### src/rtl/ram_fifo_pkg.sv
// Shared constants for the RAM-backed streaming FIFO, its RAM wrapper and bench.
package ram_fifo_pkg;
    localparam int DATA_W   = 16;
    localparam int ADDR_W   = 3;
    localparam int DEPTH    = 1 << ADDR_W;
    localparam int LEVEL_W  = ADDR_W + 1;
    localparam int CAPACITY = DEPTH + 2;
endpackage

### src/rtl/ram_fifo_ostage.sv
// Two-entry head/skid output stage that absorbs the RAM's one-cycle read latency.
module ram_fifo_ostage
    import ram_fifo_pkg::*;
(
    input  logic              clk,
    input  logic              rst_n,
    input  logic              flush,
    input  logic              cap,
    input  logic [DATA_W-1:0] cap_data,
    input  logic              pop,
    output logic [DATA_W-1:0] head,
    output logic [1:0]        ost_cnt
);
    logic [DATA_W-1:0] skid_q;
    logic [DATA_W-1:0] head_n;
    logic [DATA_W-1:0] skid_n;
    logic [1:0]        cnt_mid;
    logic [1:0]        cnt_n;

    always_comb begin
        head_n  = head;
        skid_n  = skid_q;
        cnt_mid = ost_cnt;
        cnt_n   = ost_cnt;
        if (flush) begin
            cnt_n = 2'd0;
        end else begin
            if (pop && ost_cnt != 2'd0) begin
                cnt_mid = ost_cnt - 2'd1;
                if (ost_cnt == 2'd2) head_n = skid_q;
            end
            cnt_n = cnt_mid;
            // Capture lands in head whenever head is empty after this cycle's pop.
            if (cap) begin
                if (cnt_mid == 2'd0) head_n = cap_data;
                else                 skid_n = cap_data;
                cnt_n = cnt_mid + 2'd1;
            end
        end
    end

    always_ff @(posedge clk or negedge rst_n) begin
        if (!rst_n) begin
            head    <= '0;
            skid_q  <= '0;
            ost_cnt <= 2'd0;
        end else begin
            head    <= head_n;
            skid_q  <= skid_n;
            ost_cnt <= cnt_n;
        end
    end
endmodule

### src/rtl/ram_fifo_ctrl.sv
// Streaming FIFO controller over an 8x16 dual-port RAM with registered read data.
module ram_fifo_ctrl
    import ram_fifo_pkg::*;
(
    input  logic               clk,
    input  logic               rst_n,
    input  logic               flush,
    input  logic               in_valid,
    output logic               in_ready,
    input  logic [DATA_W-1:0]  in_data,
    output logic               out_valid,
    input  logic               out_ready,
    output logic [DATA_W-1:0]  out_data,
    output logic [LEVEL_W-1:0] level,
    output logic               ram_rst,
    output logic               ram_we,
    output logic [ADDR_W-1:0]  ram_waddr,
    output logic [DATA_W-1:0]  ram_wdata,
    output logic               ram_re,
    output logic [ADDR_W-1:0]  ram_raddr,
    input  logic [DATA_W-1:0]  ram_rdata
);
    logic [ADDR_W-1:0]  wptr;
    logic [ADDR_W-1:0]  rptr;
    logic [LEVEL_W-1:0] ram_cnt;
    logic               rd_pend;
    logic               push;
    logic               pop;
    logic               cap;
    logic [1:0]         ost_cnt;
    logic [2:0]         ost_demand;

    assign ram_rst   = !rst_n;
    assign in_ready  = rst_n && !flush && (ram_cnt < LEVEL_W'(DEPTH));
    assign push      = in_valid && in_ready;
    assign out_valid = (ost_cnt != 2'd0);
    assign pop       = out_valid && out_ready && !flush;

    // Only read when the output stage is guaranteed a free slot for the returning word.
    assign ost_demand = 3'(ost_cnt) + 3'(rd_pend) - 3'(pop);
    assign ram_re     = rst_n && !flush && (ram_cnt != '0) && (ost_demand < 3'd2);

    assign ram_we    = push;
    assign ram_waddr = wptr;
    assign ram_wdata = in_data;
    assign ram_raddr = rptr;
    assign cap       = rd_pend && !flush;
    assign level     = ram_cnt + LEVEL_W'(rd_pend) + LEVEL_W'(ost_cnt);

    always_ff @(posedge clk or negedge rst_n) begin
        if (!rst_n) begin
            wptr    <= '0;
            rptr    <= '0;
            ram_cnt <= '0;
            rd_pend <= 1'b0;
        end else if (flush) begin
            wptr    <= '0;
            rptr    <= '0;
            ram_cnt <= '0;
            rd_pend <= 1'b0;
        end else begin
            if (push)   wptr <= wptr + 1'b1;
            if (ram_re) rptr <= rptr + 1'b1;
            ram_cnt <= ram_cnt + LEVEL_W'(push) - LEVEL_W'(ram_re);
            rd_pend <= ram_re;
        end
    end

    ram_fifo_ostage u_ostage (
        .clk      (clk),
        .rst_n    (rst_n),
        .flush    (flush),
        .cap      (cap),
        .cap_data (ram_rdata),
        .pop      (pop),
        .head     (out_data),
        .ost_cnt  (ost_cnt)
    );
endmodule
### config.mk
export PLATFORM = sky130hd
export DESIGN_NAME = ram_fifo_ctrl
export DESIGN_NICKNAME = d
export VERILOG_FILES = /design/src/rtl/ram_fifo_pkg.sv /design/src/rtl/ram_fifo_ostage.sv /design/src/rtl/ram_fifo_ctrl.sv
export SDC_FILE = /design/constraint.sdc
export NUM_CORES = 1
export LEC_CHECK = 0
export BUFFER_PORTS_ARGS = -buffer_cell sky130_fd_sc_hd__buf_2
export CORE_UTILIZATION = 35
export DETAILED_ROUTE_END_ITERATION = 6
export MAX_ROUTING_LAYER = met4
export SYNTH_ARGS = -nofsm -noshare
export SYNTH_HDL_FRONTEND = slang
export SYNTH_SLANG_ARGS = --single-unit
### constraint.sdc
create_clock -name clk -period 5.4 [get_ports clk]
set_input_delay 0.54 -clock clk [delete_from_list [all_inputs] [get_ports clk]]
set_output_delay 0.54 -clock clk [all_outputs]
set_load 0.03 [all_outputs]
Yosys cells after proc, flatten, opt, wreduce, memory -nomap -nowiden
Index checks and enable logic that the tools add are counted.
W data, S select, Z words.
- register bits after elaboration: 45
- logic and storage cells: 53
- $add $sub $neg: 10
- order comparisons: 2
- equality and inequality tests: 1
- multiplexer cells: 14
- bitwise gates (word level): 2
- reductions and logical operators: 17
- operators by type and width (cell ; number):
    $mux W16 ; 4
    $mux W3 ; 4
    $logic_and A1 B1 Y1 ; 9
    $add A4 B1 Y4 ; 2
    $mux W2 ; 4
    $add A3 B1 Y3 const B ; 2
    $reduce_bool A2 Y1 ; 3
    $add A4 B2 Y4 ; 1
    $lt A4 B4 Y1 const B ; 1
    $mux W4 ; 1
    $reduce_bool A4 Y1 ; 1
    $sub A4 B1 Y4 ; 1
    $add A2 B1 Y3 ; 1
    $lt A3 B2 Y1 const B ; 1
    $reduce_and A3 Y1 ; 1
    $sub A3 B1 Y3 ; 1
    $add A2 B1 Y2 const B ; 1
    $eq A2 B2 Y1 const B ; 1
    $logic_not A1 Y1 ; 2
    $logic_not A2 Y1 ; 1
    $not A1 Y1 ; 2
    $sub A2 B1 Y2 const B ; 1
    $mux W1 ; 1

Depth between registers and ports, before layout
Gate-level depths: netlist of run 1.
- word-level depth: 9
- depth in mapped cells: 14
- gate-level depth less buffers: 14

Hierarchy
A second synthesis of run 1 with hierarchy kept.
- cells, all modules: 203
- area total of the unflattened synthesis: 2452.4 µm²
- by module, submodules not included (module ; instances ; cells an instance ; area an instance (µm²)):
    ram_fifo_ostage ; 1 ; 113 ; 1535.2
    ram_fifo_ctrl ; 1 ; 90 ; 917.1

Worst setup path after synthesis of run 1
No wires, ideal clock.
- kind: register to register
- start point: register u_ostage.ost_cnt[1]
- end point: register ram_cnt[3]
- arrival time: 3.581 ns
- slack: 1.694 ns
- cell stages (with the launch flop): 15
- path buffers: 0
- cells stage by stage: dfrtp_1 > inv_1 > ha_1 > nor3b_2 > ha_1 > nand2b_1 > fa_1 > and3b_1 > and3_1 > ha_1 > inv_1 > ha_1 > a21o_1 > a21oi_1 > mux2_2
- word-level cells in the longest chain between the ends: 8
- RTL lines (what ; line ; text):
    from (decl) ; ram_fifo_ostage.sv:12 ; output logic [1:0] ost_cnt
    from (signal assigned) ; ram_fifo_ostage.sv:50 ; ost_cnt <= cnt_n;
    parallel branches: the longest is 3 deep, another holds $add A2 B1 Y3 ; n/a ;
    $sub A3 B1 Y3 * ; ram_fifo_ctrl.sv:40 ; assign ost_demand = 3'(ost_cnt) + 3'(rd_pend) - 3'(pop);
    $lt A3 B2 Y1 * ; ram_fifo_ctrl.sv:41 ; assign ram_re = rst_n && !flush && (ram_cnt != '0) && (ost_demand < 3'd2);
    $logic_and A1 B1 Y1 * ; ram_fifo_ctrl.sv:41 ;
    via ram_re ; ram_fifo_ctrl.sv:19 ; output logic ram_re,
    $sub A4 B1 Y4 * ; ram_fifo_ctrl.sv:64 ; ram_cnt <= ram_cnt + LEVEL_W'(push) - LEVEL_W'(ram_re);
    $mux W4 * ; ram_fifo_ctrl.sv:56 ; end else if (flush) begin
    to (signal assigned) ; ram_fifo_ctrl.sv:64 ;
    to (decl) ; ram_fifo_ctrl.sv:25 ; logic [LEVEL_W-1:0] ram_cnt;
Mark *: on every way through the listed nets, which the timed path passes.
A chain may end at the register's enable or synchronous reset.

Worst setup path in the final report of run 1
- start point: register u_ostage.ost_cnt[1]
- end point: register ram_cnt[3]
- word-level cells in the longest chain between the ends: 8
- RTL lines (what ; line):
    parallel branches: the longest is 3 deep, another holds $add A2 B1 Y3 ; n/a
    $sub A3 B1 Y3 * ; ram_fifo_ctrl.sv:40
    $lt A3 B2 Y1 * ; ram_fifo_ctrl.sv:41
    $logic_and A1 B1 Y1 * ; ram_fifo_ctrl.sv:41
    $sub A4 B1 Y4 * ; ram_fifo_ctrl.sv:64
    $mux W4 * ; ram_fifo_ctrl.sv:56
Every way passes the cells marked *.

==> results of run 1 <==
Yosys cell counts, drive strengths merged:
master  count
inv        28
buf        21
mux2       22
o21ai       1
nor2        7
nor2b       5
and3b       1
dfrtp      45
and3        2
nand4       1
o32ai      15
a211oi      1
a21oi      16
nand3b      2
clkbuf      2
or3b        1
xnor2       5
and4bb      1
mux2i       4
nor3b       1
nor3        2
a21o        3
fa          4
xor2        1
ha         12
nand2b      4
nand2       2
through the flow:
| step | area, um^2 | cells | setup slack (ns) |
|---|---|---|---|
| after global placement | 2595 | 315 | 1.726 |
| after floorplan | 2395 | 209 | 1.694 |
| after CTS | 2706 | 323 | 1.652 |
| final | 2706 | 323 | 1.683 |
| after global routing | 2706 | 323 | 1.441 |
| after detailed placement | 2595 | 315 | 1.634 |
per-layer routing:
metal | part of all wire, % | vias up
met2 | 44 | 38
met3 | 4.3 | 5
li1 | - | 773
met5 | 0 | -
met4 | 1.3 | 0
met1 | 50 | 748
power by group through the flow:
| stage | registers (uW) | logic (uW) | clock network, uW |
|---|---|---|---|
| 6_report | 546 | 683 | 255 |
| 4_1_cts | 547 | 695 | 265 |
| 3_5_place_dp | 554 | 692 | 0 |
| 5_1_grt | 565 | 757 | 272 |
| 2_1_floorplan | 646 | 447 | 0 |
| 3_3_place_gp | 551 | 680 | 0 |
worst register-to-register path, stage by stage, from the launching register on:
cell and delay (ns):
dfrtp_1 0.50, inv_1 0.10, ha_1 0.23, nor3b_2 0.27, ha_1 0.28, nand2b_1 0.15, fa_1 0.42, and3b_1 0.21
and3_1 0.23, ha_1 0.30, inv_1 0.04, ha_1 0.20, a21o_1 0.19, a21oi_1 0.15, mux2_2 0.34
flip-flops by register name (all words and copies together) (netlist names):
name / flops
u_ostage.skid_q: 16
ram_cnt: 4
ram_raddr: 3
rd_pend: 1
u_ostage.ost_cnt: 2
u_ostage.head: 16
ram_waddr: 3
cells by family after synthesis:
family	Yosys count	share of synthesized area [%]
xor+xnor	6	2.194
mux	26	12.02
compound gates	36	10.29
flops	45	47.02
fa+ha+maj	16	9.613
buf+inv	51	11.02
simple gates	29	7.837
final cells by class:
class / instances / area (um^2) / area share, %
sequential: 45 / 1126 / 41.61
clock inverter: 2 / 38.79 / 1.433
clock buffer: 6 / 72.57 / 2.681
inverter: 28 / 105.1 / 3.883
timing repair buffer: 52 / 262.8 / 9.709
multi-input combinational: 113 / 1005 / 37.12
tap: 77 / 96.34 / 3.560
worst paths after layout:
check / end / depth (start not counted)
setup / recovery: ram_cnt[3]$_DFF_PN0_ / 14
setup reg to reg: ram_cnt[3]$_DFF_PN0_ / 14
hold reg to reg: ram_waddr[2]$_DFFE_PN0P_ / 1
hold / removal: u_ostage.head[11]$_DFFE_PN0N_ / 2
max in group asynchronous: u_ostage.ost_cnt[1]$_DFF_PN0_ / 2
min in group clk: ram_waddr[2]$_DFFE_PN0P_ / 1
==> impl_results.md, run 1 <==
* Status: finished, violations left
* Violated checks: DRC
* Top-Level Pins at 84
* Vias per cell at 4.842
* Fin crit share at between 60% and 70%
* Util after Layout at a little over two fifths
* Peak supply drop at 0.1505 mV
* Post_cts resized at 0
* DRT iter0 DRCs at 99
* Starting Density at ~37%
* Pre-antenna DRT Iters at 7
* DRC viols at 8
* Final setup TNS at 0 ns
* Post-CTS setup buffers at 0
* # nets final at slightly below 300
* CTS H-tree lvls at 2
* Fill cell count at about 640
* GRT overflow at 0
* Setup violations, final at 0
* Core ar. at roughly 0.0065 mm^2
* Slew headroom at between 40% and 50%
* RSZ-0062 raised after global routing: false
* Gr busiest metal: met2
* Final hold vios at 0
* Critical path's most frequent cell: ha_1
* Syn Inst Count at between 200 and 250
* CTS Buf Count at 5
* Hold Path Class: input port to asynchronous set/reset pin
* CP Launch Type: flip-flop
* Clock power frac at 17.2%
* Int Pwr at slightly below 900 uW
* CP startpoint: u_ostage.ost_cnt[1]$_DFF_PN0_
* Yosys Warn Count at 0
* Clk pin slew, worst setup/hold paths at around 0.09 ns
* M1 GR Usage at between 10% and 20%
* Worst-path cell chain: inv_1 -> ha_1 -> nor3b_2 -> ha_1 -> nand2b_1 -> fa_1 -> and3b_1 -> and3_1 -> ha_1 -> inv_1 -> ha_1 -> a21o_1 -> a21oi_1 -> mux2_2
* R2R Path Start: u_ostage.ost_cnt[1]$_DFF_PN0_
* Max cap viols at 0
* Avg WL per Cell at roughly 14 um
* Rows at 29
* Met2 GRT Util at a little over a fifth
* Clock Tree Buf Depth at 2
* First-pass GRT wire length at about 7.7 mm
* Syn_nets at about 260
* Worst-Skew Late Latency at around 0.3 ns
* Most frequent cells in the layout: 51 x buf_2, 45 x dfrtp_1, 27 x inv_1
* Count of cell types in the netlist at 31
* Grt met3 use at ~2.2%
* Area contributors post-synth: dfrtp_1 47%, mux2_2 10%, ha_1 6.3%
* Leading cell type in the layout, fill and taps excluded: buf_2
* Reg power frac at 36.8%
* Slew of the pin with the lowest slew margin at 0.7744 ns
* Fmax at 0.2690 GHz
* WP buf/inv at 2
* Post-CTS Hold Buffers at 0
* CP max stage delay at around 0.5 ns
* Overall Power at around 1500 uW
* Synth Register Bits at 45
* Die Ht at roughly 85 um
* Gr usage total at between 10% and 20%
* Crit path max-delay family: adder cells
* Lkg Pwr at between 0.001 and 0.0015 uW
* CTS tree: built
* Sink Count at 45
* Post-Syn Area at 0.002395 mm^2
* Routed wire length at 4.585 mm
* Final GP Congestion at 0.7483
* Critical path arrival at approximately 3.9 ns
* Crit path capture type: flip-flop
* CP max stage cell: dfrtp_1
* Vias at around 1600
* Synth area leader: dfrtp_1
* CP Data Required Time at around 5.6 ns
* Share of the synthesized area in the top cell type at 47.02%
* Fin crit period at 3.717 ns
* Mean Syn Cell Area at around 11 um^2
* PwrDens at 548.2 mW/mm^2
* Antenna viol nets, final at 0
* Die ar. at just over 0.007 mm^2
* Seq/Total Area, Yosys at between 40 and 50%
* Initial antenna violation count at 0
* Net Sw Frac at about two fifths
* DP Wirelength at around 3.2 mm
* Switching Power at slightly above 600 uW
* Combinational power share at between 40% and 50%
* Reg2reg setup slack at about 1.7 ns
* Vias in the first global route at about 1600
* Layout Area Growth over Synthesis at 13.01%
* Worst-path fanout max at 6
* Largest net degree at the start of global routing at 48
* WHS at about 0.37 ns
* Die W at around 85 um
* CTS root buf: clkbuf_8
* Fraction of layout cells with a size suffix above 1 at 34.15%
* IO buf count at between 50 and 60
* Diodes inserted at 0
* Layout Skew at 0.008319 ns
* Slew Viols, Final at 0
* Crit Path Class: flip-flop to flip-flop
No activity file was read; power rests on OpenSTA's default activity.
==> run 2, diff against run 1 <==
clock period = 3.5 ns   (was 5.4 ns; I/O delays follow)
==> run 2 against run 1 <==
Net effect: the run still ends with DRC left; die area stayed put; first-iteration DRC count down 10%; worst setup slack worse by 1.5 ns; clock power grew 56%; worst hold slack got worse by 0.17 ns; power rose by 61%; critical path depth did not move; global-route usage rose by 1.3 points; maximum frequency rose by 12%; cell count rose by 2.5%; largest power group unchanged.
==> impl_results.md, run 2 (synthesized netlist as in run 1, its figures left out) <==
* Die W at 84.72 um (unchanged)
* Crit path capture type: flip-flop
* # nets final at 306 (+2.7%)
* Setup violations, final at 0 (unchanged)
* Die ar. at 0.007177 mm^2 (unchanged)
* Die Ht at 84.72 um (unchanged)
* Final Non-Filler Cells at 331 (+2.5%)
* Fmax at 0.3017 GHz (+12%)
* Clk pin slew, worst setup/hold paths at 0.09 ns (about the same)
* Rows at 29 (unchanged)
* Slew headroom at 49.21% (+1.0 points)
* CP Data Required Time at 3.69 ns (-1.90 ns)
* Hold Path Class: input port to asynchronous set/reset pin
* Layout Area Growth over Synthesis at 17.08%
* Worst-path fanout max at 4 (-2)
* Critical path arrival at 3.50 ns (-0.40 ns)
* Clock Tree Buf Depth at 2 (unchanged)
* Post-CTS Hold Buffers at 0 (unchanged)
* Initial antenna violation count at 0 (unchanged)
* CP Launch Type: flip-flop
* Gr usage total at 15.17% (+1.3 points)
* Layout Skew at 0.007952 ns (-0.0003670 ns)
* Peak supply drop at 0.2344 mV (+56%)
* DP Wirelength at 3.304 mm (+3.8%)
* Lkg Pwr at 0.001412 uW (+3.3%)
* Fin crit share at 94.69% (+26 points)
* Cells after DPL at 321 (+1.9%)
* WHS at 0.1974 ns (-0.1731 ns)
* Biggest regs: u_ostage.head (16), u_ostage.skid_q (16), ram_cnt (4)
* Status: finished, violations left
* CTS tree: built
* Antenna viol nets, final at 0 (unchanged)
* CTS root buf: clkbuf_8
* CTS H-tree lvls at 2 (unchanged)
* Slew Viols, Final at 0 (unchanged)
* Vias at 1647 (+5.3%)
* Vias per cell at 4.976 (+2.8%)
* DRT iter0 DRCs at 89 (-10%)
* Overall Power at 2391 uW (+61%)
* Most frequent cells in the layout: 51 x buf_2, 44 x dfrtp_1, 26 x inv_1
* Sink Count at 45 (unchanged)
* Avg WL per Cell at 14.51 um (+2.2%)
* Crit Path Class: flip-flop to flip-flop
* Violated checks: DRC
* Util after Layout at 43.17% (+1.5 points)
* Vias in the first global route at 1689 (+6.4%)
* Diodes inserted at 0 (unchanged)
* Worst-Skew Late Latency at 0.29 ns (about the same)
* DRC viols at 5 (-3)
* Final setup TNS at 0 ns (unchanged)
* Final GP Congestion at 0.8154 (+9.0%)
* Starting Density at 36.87% (unchanged)
* Fin crit period at 3.314 ns (-0.4029 ns)
* RSZ-0062 raised after global routing: false
* Final hold vios at 0 (unchanged)
* Largest net degree at the start of global routing at 47 (-2.1%)
* First-pass GRT wire length at 8.162 mm (+6.4%)
* Pre-antenna DRT Iters at 7 (unchanged)
* IO buf count at 51 (unchanged)
* Leading cell type in the layout, fill and taps excluded: buf_2
* Fraction of layout cells with a size suffix above 1 at 38.98% (+4.8 points)
* Routed wire length at 4.803 mm (+4.8%)
* Top-Level Pins at 84 (unchanged)
* CTS Buf Count at 5 (unchanged)
* GRT overflow at 0 (unchanged)
* Slew of the pin with the lowest slew margin at 0.7595 ns (-0.01491 ns)
* Max cap viols at 0 (unchanged)
* Core ar. at 0.006495 mm^2 (unchanged)
* PwrDens at 852.8 mW/mm^2 (+56%)
==> run 2: worst max-delay path: stages (launching register included) <==
cell and delay, ns:
dfrtp_1 0.37, inv_2 0.08, ha_4 0.18, nor3b_4 0.20, ha_1 0.25, nand2b_1 0.15, fa_1 0.43, and3b_2 0.22
and3_4 0.19, ha_1 0.27, inv_1 0.04, ha_1 0.20, a21o_1 0.19, a21oi_2 0.13, mux2_2 0.33
==> run 2: worst paths after layout <==
check                      slack, ns  depth (start not counted)                             end                     startpoint
max in group asynchronous       2.88                          2   u_ostage.ost_cnt[1]$_DFF_PN0_                          rst_n
hold reg to reg                 0.48                          1        ram_waddr[2]$_DFFE_PN0P_       ram_waddr[2]$_DFFE_PN0P_
setup reg to reg                0.19                         14            ram_cnt[3]$_DFF_PN0_  u_ostage.ost_cnt[0]$_DFF_PN0_
hold / removal                  0.20                          2        ram_waddr[1]$_DFFE_PN0P_                          rst_n
min in group clk                0.30                          2  u_ostage.skid_q[7]$_DFFE_PN0P_                   ram_rdata[7]
setup / recovery                0.19                         14            ram_cnt[3]$_DFF_PN0_  u_ostage.ost_cnt[0]$_DFF_PN0_
==> run 2: metrics by stage <==
stage	instance area (um^2)	worst slack (ns)
final	2804	0.1858
after global routing	2804	0.005641
after detailed placement	2646	0.04863
after floorplan	2401	0.04249
after global placement	2646	0.1375
after CTS	2758	0.05109
==> run 2: layout make-up <==
type                            count  area, um^2
Fill cell                         622        3691
Sequential cell                    45        1127
Multi-Input combinational cell    113        1041
Timing Repair Buffer               60       322.8
Inverter                           28       105.1
Tap cell                           77       96.34
Clock buffer                        6       72.57
Clock inverter                      2       38.79
==> run 2: power by group <==
| part | internal, uW | total (uW) | switching (uW) | leakage [uW] |
|---|---|---|---|---|
| clock network | 215 | 397 | 183 | 0.0000554 |
| logic | 476 | 1160 | 681 | 0.000813 |
| registers | 720 | 836 | 116 | 0.000544 |
| total | 1410 | 2390 | 980 | 0.00141 |
==> run 2: layer usage <==
| metal | wire length, um | global-route usage, % | vias up | part of all wire (%) |
|---|---|---|---|---|
| met5 | 0 | - | - | 0 |
| met3 | 197 | 3.245 | 11 | 4.1 |
| li1 | - | - | 788 | - |
| met4 | 89 | 7.550 | 0 | 1.9 |
| met1 | 2301 | 18.98 | 801 | 48 |
| met2 | 2214 | 23.28 | 47 | 46 |
==> run 2: timing repair <==
item                                    in CTS  in global routing
gates resized for setup                      0                  7
hold endpoints to repair                     0                  0
endpoints found under the setup margin       0                  3
setup buffers                                0                  2
